$ cat config.mk
export PLATFORM = sky130hd
export DESIGN_NAME = uart_alu_resp_tx
export DESIGN_NICKNAME = d
export VERILOG_FILES = /design/src/rtl/uart_alu_resp_tx.sv
export SDC_FILE = /design/constraint.sdc
export NUM_CORES = 1
export LEC_CHECK = 0
export BUFFER_PORTS_ARGS = -buffer_cell sky130_fd_sc_hd__buf_2
export CAP_MARGIN = 15
export CORE_ASPECT_RATIO = 0.75
export CORE_MARGIN = 3
export CORE_UTILIZATION = 50
export DETAILED_ROUTE_END_ITERATION = 8
export PLACE_DENSITY_LB_ADDON = 0.25
export SLEW_MARGIN = 20
export SYNTH_ARGS = -nofsm -noshare
export SYNTH_HDL_FRONTEND = slang
export SYNTH_SLANG_ARGS = --single-unit
$ cat constraint.sdc
create_clock -name clk_i -period 3 [get_ports clk_i]
set_input_delay 0.3 -clock clk_i [delete_from_list [all_inputs] [get_ports clk_i]]
set_output_delay 0.3 -clock clk_i [all_outputs]
set_load 0.02 [all_outputs]
$ cat src/rtl/uart_alu_resp_tx.sv
// rtl/uart_alu_resp_tx.sv - UART ALU response serializer (6-byte 8N1 packet)
//
// Accepts one 32-bit ALU result through a valid/ready handshake and sends it
// as the packet: HEADER_BYTE, result[7:0], result[15:8], result[23:16],
// result[31:24], checksum (XOR of the four result bytes). Each byte is sent
// as one 8N1 frame, LSB first, with no gap between the bytes of a packet.
//
// Ports:
//   clk_i     rising-edge clock
//   rst_i     asynchronous active-high reset
//   result_i  ALU result, sampled only on the handshake
//   valid_i   result_i is valid
//   ready_o   can accept a result (IDLE only)
//   tx_o      serial output, idles high, driven from a flop
//   busy_o    packet in flight (~ready_o)
module uart_alu_resp_tx #(
  parameter int          CLKS_PER_BIT = 16,
  parameter logic [7:0]  HEADER_BYTE  = 8'hA5
) (
  input  logic        clk_i,
  input  logic        rst_i,
  input  logic [31:0] result_i,
  input  logic        valid_i,
  output logic        ready_o,
  output logic        tx_o,
  output logic        busy_o
);

  if (CLKS_PER_BIT < 2) begin : g_bad_clks_per_bit
    $error("uart_alu_resp_tx: CLKS_PER_BIT must be >= 2");
  end

  localparam int BAUD_W = (CLKS_PER_BIT > 1) ? $clog2(CLKS_PER_BIT) : 1;
  localparam logic [BAUD_W-1:0] BAUD_LAST = BAUD_W'(CLKS_PER_BIT - 1);

  typedef enum logic [1:0] {
    IDLE  = 2'd0,
    START = 2'd1,
    DATA  = 2'd2,
    STOP  = 2'd3
  } state_t;

  state_t             state_q, state_d;
  logic [31:0]        data_q, data_d;
  logic [7:0]         csum_q, csum_d;
  logic [2:0]         byte_idx_q, byte_idx_d;
  logic [2:0]         bit_idx_q, bit_idx_d;
  logic [BAUD_W-1:0]  baud_q, baud_d;
  logic               tx_q, tx_d;
  logic [7:0]         cur_byte;
  logic               baud_done;

  // byte_idx_q only changes on entry to START, so it is stable through the
  // whole DATA phase of the byte it selects.
  always_comb begin
    cur_byte = HEADER_BYTE;
    case (byte_idx_q)
      3'd1:    cur_byte = data_q[7:0];
      3'd2:    cur_byte = data_q[15:8];
      3'd3:    cur_byte = data_q[23:16];
      3'd4:    cur_byte = data_q[31:24];
      3'd5:    cur_byte = csum_q;
      default: cur_byte = HEADER_BYTE;
    endcase
  end

  assign baud_done = (baud_q == BAUD_LAST);

  // tx_d is the line level for the state being entered, so the registered
  // tx_q changes in the same cycle as state_q and never glitches.
  always_comb begin
    state_d    = state_q;
    data_d     = data_q;
    csum_d     = csum_q;
    byte_idx_d = byte_idx_q;
    bit_idx_d  = bit_idx_q;
    baud_d     = baud_q + BAUD_W'(1);
    tx_d       = tx_q;

    case (state_q)
      IDLE: begin
        baud_d = '0;
        tx_d   = 1'b1;
        if (valid_i) begin
          data_d     = result_i;
          csum_d     = result_i[7:0] ^ result_i[15:8] ^ result_i[23:16] ^ result_i[31:24];
          byte_idx_d = 3'd0;
          bit_idx_d  = 3'd0;
          state_d    = START;
          tx_d       = 1'b0;
        end
      end
      START: begin
        tx_d = 1'b0;
        if (baud_done) begin
          baud_d    = '0;
          bit_idx_d = 3'd0;
          state_d   = DATA;
          tx_d      = cur_byte[0];
        end
      end
      DATA: begin
        tx_d = cur_byte[bit_idx_q];
        if (baud_done) begin
          baud_d = '0;
          if (bit_idx_q == 3'd7) begin
            state_d = STOP;
            tx_d    = 1'b1;
          end else begin
            bit_idx_d = bit_idx_q + 3'd1;
            tx_d      = cur_byte[bit_idx_q + 3'd1];
          end
        end
      end
      STOP: begin
        tx_d = 1'b1;
        if (baud_done) begin
          baud_d = '0;
          if (byte_idx_q < 3'd5) begin
            byte_idx_d = byte_idx_q + 3'd1;
            state_d    = START;
            tx_d       = 1'b0;
          end else begin
            state_d = IDLE;
          end
        end
      end
      default: begin
        state_d = IDLE;
        baud_d  = '0;
        tx_d    = 1'b1;
      end
    endcase
  end

  always_ff @(posedge clk_i or posedge rst_i) begin
    if (rst_i) begin
      state_q    <= IDLE;
      data_q     <= '0;
      csum_q     <= '0;
      byte_idx_q <= '0;
      bit_idx_q  <= '0;
      baud_q     <= '0;
      tx_q       <= 1'b1;
    end else begin
      state_q    <= state_d;
      data_q     <= data_d;
      csum_q     <= csum_d;
      byte_idx_q <= byte_idx_d;
      bit_idx_q  <= bit_idx_d;
      baud_q     <= baud_d;
      tx_q       <= tx_d;
    end
  end

  assign ready_o = (state_q == IDLE);
  assign busy_o  = ~ready_o;
  assign tx_o    = tx_q;

endmodule

# Word level (Yosys, flattened, before mapping)
# Index checks and enable logic that the tools add are counted.
# W data, S select, Z words.
# op_classes
add_sub_neg,3
reduce_logical,8
n_bitwise,4
n_eq_ne,17
magnitude_cmp,3
muxes,29
# ops
cell,count
$pmux W8 S5,1
$xor A8 B8 Y8,3
$mux W3,6
$ne A2 B2 Y1 const B,7
$mux W2,5
$reduce_and A5 Y1,2
$eq A3 B3 Y1 const B,3
$mux W1,9
$pmux W3 S3,1
$lt A3 B4 Y1 const B,2
$pmux W2 S4,1
$pmux W4 S2,1
$add A3 B1 Y3 const B,2
$bmux W1 S3,2
$eq A3 B2 Y1 const B,2
$pmux W3 S2,1
$add A4 B1 Y4 const B,1
$eq A2 B2 Y1 const B,2
$eq A4 B4 Y1 const B,1
$mux W4,1
$pmux W1 S4,1
$reduce_and A4 Y1,1
$eq A3 B1 Y1 const B,1
$lt A3 B3 Y1 const B,1
7 further kinds,7
# word_totals
inputBits,35
reg_bits,53
elab_cells,71
out_inout_bits,3

# Longest topological paths before layout
# logic_depth
word_depth,7
mapped_depth,10
depth_no_buf,8

# Least setup slack after synthesis
# Ideal clock, no wire load.
# synth_timing
path_kind,register to register
start,register byte_idx_q[2]
end,"register tx_q, in the netlist tx_o"
slack_ns,0.833
path_buffers,2
synth_period_minus_slack_ns,2.167
t_required_ns,2.927
path_stages_with_launch,10
arrival_ns,2.094
setup_ns,0.073
cell_sequence,dfrtp_1 buf_4 inv_2 ha_1 clkbuf_1 a2111oi_4 and3b_1 a2111oi_1 a211oi_1 a21oi_1
# synth_via
elab_chain_cells,7
word_cells_on_any_way,17
cone_classes,order compare: 1; eq/ne: 5; mux: 11
# synth_rtl
item,line_no,rtl
start: declaration,46,"logic [2:0] byte_idx_q, byte_idx_d;"
start signal: assignment,149,byte_idx_q <= byte_idx_d;
$eq A3 B3 Y1 (tied with other cells),57,case (byte_idx_q)
$pmux W8 S5,57,
$bmux W1 S3,111,tx_d = cur_byte[bit_idx_q + 3'd1];
$mux W1 (not written as such),111,
$mux W1,106,if (bit_idx_q == 3'd7) begin
$mux W1,104,if (baud_done) begin
$pmux W1 S4 *,80,case (state_q)
via tx_d,49,"logic tx_q, tx_d;"
end signal: assignment,152,tx_q <= tx_d;
end: declaration,49,
# The timed path passes the listed nets; every way through them passes the cells marked *. The select of a mux whose other input is x is not followed.
# A chain may end at the register's enable or synchronous reset.

# Worst setup path after layout
# layout_timing
start,register byte_idx_q[0]
end,"register tx_q, in the netlist tx_o"
# Same word-level chain as after synthesis.

==> results.env <==
START_UTIL_PCT=53.6
FIN_CELLS=386
YOSYS_CELL_TYPES=49
POST_CTS_HOLD_BUFFER_COUNT=0
POWER.SHARE.SWITCHING_PCT=38.4
R2R-END='tx_o'
SEQUENTIAL_POWER_SHARE_PCT=44.1
SYN_AREA_PER_CELL_UM2=10.6
DETAILED_ROUTE_WIRE_LENGTH_PER_CELL_UM=16.3
CTS-ROOT-BUF='clkbuf_8'
DETAILED_PLACE_HPWL_MM=4.80
POST_ROUTE_CELLS_DRIVE_ABOVE_1_SHARE_PCT=25.4
POSTSYNTH.ASYNCRESETSHARE_PCT=100
INTERNAL-POWER_uW=1840
ROWS=23
FLOW.AREA_GROWTH_FROM_SYNTHESIS_PCT=11.4
P_LEAK_uW=0.00141
RELSLEWSLACK_PCT=60.3
FINAL_CRITICAL_PATH_SETUP_SLACK_NS=0.552
WORSTPATHMAXFANOUT=6
BIGGEST_AREA_CONTRIBUTORS_IN_THE_SYNTHESIZED_NETLIST='dfrtp_1, mux2_2, xnor2_1'
REQUIRED_TIME_REPORTED_FOR_THE_CRITICAL_PATH_ENDPOINT_NS=3.24
POWERDENSITY_mW_PER_MM2=906
GRT_START_MAX_NET_PINS=28
LAYOUT_COMMON_CELLS='dfrtp_1, buf_2, mux2_2, xnor2_1, nand2_1'
GRT_PASS1_WL_MM=10.8
DPL_WORST_SLACK_NS=0.589
TIMING.CLOCK.SKEW_NS=0.00695
SYNTH_FP_NETS=326
CTS_INSERTED_BUFFERS=5
SYNTH_WARNINGS=0
SETUP_REPAIR_AFTER_GLOBAL_ROUTING_MISSED_ITS_MARGIN='no'
PLACE_CONGESTION=0.962
TOTAL_POWER_uW=2990
FMAX_GHz=0.409
CLK_TRANSITION_REPORTED_PATHS_NS=0.09
WORSTPATHCELLLIST='inv_1 -> ha_1 -> nor2b_2 -> a2111oi_4 -> and3b_1 -> a2111oi_1 -> a211oi_1 -> a21oi_1'
TIMING.CRITICAL_PATH.SLOWEST_CELL_DELAY_NS=0.43
HOLD_WC_PATH_TYPE='primary input to asynchronous set/reset pin'
CLOCK_TREE.BUFFER_DEPTH=2
TIMING.REG2REG.WORST_PATH_DEPTH=8
GRT_ANTENNA_BEFORE_REPAIR=0
GRT_PASS1_VIAS=2120
SEQ_AREA_FRAC_SYNTH_PCT=44.8
MAXIMUM_LEVEL_OF_THE_CTS_H_TREE=2
WORST_SETUP_PATH_END_KIND='flop'
POST_SYNTHESIS_SEQUENTIAL_ELEMENT_COUNT=53
FINAL_PERIOD_MINUS_WORST_SETUP_SLACK_NS=2.45
ANTENNA-DIODE-COUNT=0
SYNTH-EDFF-COUNT=0
ROUTED-VIA-COUNT=2184
CLOCK_TREE_FROM_TRITONCTS='built'
PLACE.PORT_BUFFERS=37
DETAIL_ROUTE.ITER0.VIOLATIONS=139
VDD_DROP_MAX_mV=0.466
PATH_DELAY_FAMILY='compound AO/OA/AOI/OAI gates'
PLACE_INST=379
POST_SYNTH_INST_COUNT=279
CAP_VIOL_MAX_COUNT=0
DRT_WL_TOTAL_MM=6.31
FIN_CRIT_SH_PCT=81.6
GR_UTIL_ALL_LAYERS_PCT=20.1
CELL_ACCOUNTING_FOR_THE_MOST_SYNTHESIZED_AREA='dfrtp_1'
WORSTSKEWPAIRLATENCY_NS=0.31
GR-TOTAL-OVERFLOW=0
LAYOUT.NETS=358
FINALHOLDVIOLCOUNT=0
SHARE_COMB_OF_TOTAL_POWER_PCT=42.5
TIMING.SETUP.TNS_NS=0
NET-SWITCHING-POWER_uW=1150
VIAS_PER_CELL=5.66
TIMING.REG2REG.SETUP_SLACK_NS=0.55
ANT_NETS=0
SYNTH_TOP_AREA_SHARE_PCT=43.9
DRT-PASS1-ITER-COUNT=4
TIMING_MAX_TRANSITION_VIOLATIONS_FINAL=0
YOSYS_MOST_USED_DFF='dfrtp_1'
SYN_AREA_MM2=0.00296
CRITICAL_PATH.STARTPOINT_TYPE='flop'
PIN_SLEW_WITH_THE_LEAST_HEADROOM_TO_ITS_LIMIT_NS=0.592
MOST_COMMON_CELL_AFTER_LAYOUT_FILL_AND_TAPS_ASIDE='dfrtp_1'
REPORT.FINAL.SETUP_VIOL=0
FLOORPLAN.CORE_AREA_MM2=0.00553
RUN_STATUS='completed'
FP.DIEAREA_MM2=0.00689
CRITICALPATHCATEGORY='flop to flop'
CTS_SINKS=53
TOP_LEVEL_PORTS=38
DRC_ERRORS=0
CRITICAL_PATH_SLOWEST_STAGE_CELL='a2111oi_4'
POST_CTS_RESIZED=0
DIE_H_UM=72.7
REG2REG_FROM='byte_idx_q[0]'
POWER.CLOCK.FRACTION_PCT=13.4
FP.DIEW_UM=94.9
POST-CTS-SETUP-BUFFER-COUNT=0
WORST_EP_ARRIVAL_TIME_NS=2.69
BUFFERS_AND_INVERTERS_ON_THE_WORST_PATH=1
worst reg2reg max path, stage by stage (launching register included):
cell and delay [ns]:
dfrtp_1 0.41, inv_1 0.11, ha_1 0.28, nor2b_2 0.22, a2111oi_4 0.43, and3b_1 0.25, a2111oi_1 0.42, a211oi_1 0.10
a21oi_1 0.17
state kept, by name, summed over array words and instances (netlist names):
register	count
data_q	32
csum_q	8
baud_q	4
bit_idx_q	3
byte_idx_q	3
state_q	2
tx_o	1
per-layer routing:
metal	share of wire, %	global-route usage [%]
met1	50	30.7
met2	43	29.3
met3	5.5	3.61
met4	1.1	5.92
met5	0	0
final cells by class:
cell class | instances | area (µm²)
Sequential cell | 53 | 1330
Inverter | 13 | 48.8
Clock buffer | 7 | 86.3
Multi-Input combinational cell | 198 | 1520
Tap cell | 75 | 93.8
Timing Repair Buffer | 40 | 220
Fill cell | 491 | 2230
through the flow:
step	utilization (%)	hold slack, ns	area [µm²]
after floorplan	-	0.435	2960
after global placement	58.2	0.394	3210
after detailed placement	58.2	0.393	3210
after CTS	59.7	0.0629	3300
after global routing	59.7	0.0883	3300
final	59.7	0.0309	3300
Yosys cell counts, types with 2 or more instances:
cell type and instances:
a2111oi_0 2, a2111oi_1 2, a211oi_1 4, a21oi_1 7
a22oi_1 7, a31o_2 2, a32o_1 3, and2_1 3
and3_1 4, buf_1 4, buf_2 3, clkbuf_1 7
dfrtp_1 52, ha_1 12, inv_1 12, mux2_1 9
mux2_2 25, nand2_1 23, nand3_1 5, nor2_1 7
nor2b_1 2, nor3_1 9, nor4_1 2, o21ai_0 19
o21ai_1 4, o31ai_1 2, o41ai_1 2, xnor2_1 25
worst max path at each step:
stage | from | to | depth (start not counted)
global route | byte_idx_q[0] | tx_o | 8
floorplan | byte_idx_q[2] | tx_o | 9
finish | byte_idx_q[0] | tx_o | 8
global placement | byte_idx_q[0] | tx_o | 8
CTS | byte_idx_q[0] | tx_o | 8
detailed placement | byte_idx_q[0] | tx_o | 8
kinds of logic (layout without fill, tap and decap cells):
logic type	Yosys count	in the layout	synth area share (%)
AO/OA/AOI/OAI	65	65	15.6
AND/OR/NAND/NOR	61	61	10.1
flip-flops	53	53	44.8
multiplexers	35	35	13.3
buffers and inverters	28	60	3.80
XOR/XNOR	25	25	7.39
adder cells (fa/ha/maj)	12	12	5.07
power by group through the flow:
| stage | Clock, µW | Sequential [µW] | Combinational [µW] |
|---|---|---|---|
| 6_report | 401 | 1320 | 1270 |
| 2_1_floorplan | 0 | 1220 | 1010 |
| 3_5_place_dp | 0 | 1320 | 1270 |
| 5_1_grt | 444 | 1360 | 1440 |
| 4_1_cts | 408 | 1310 | 1280 |
| 3_3_place_gp | 0 | 1320 | 1220 |
(Power assumes the default switching activity.)
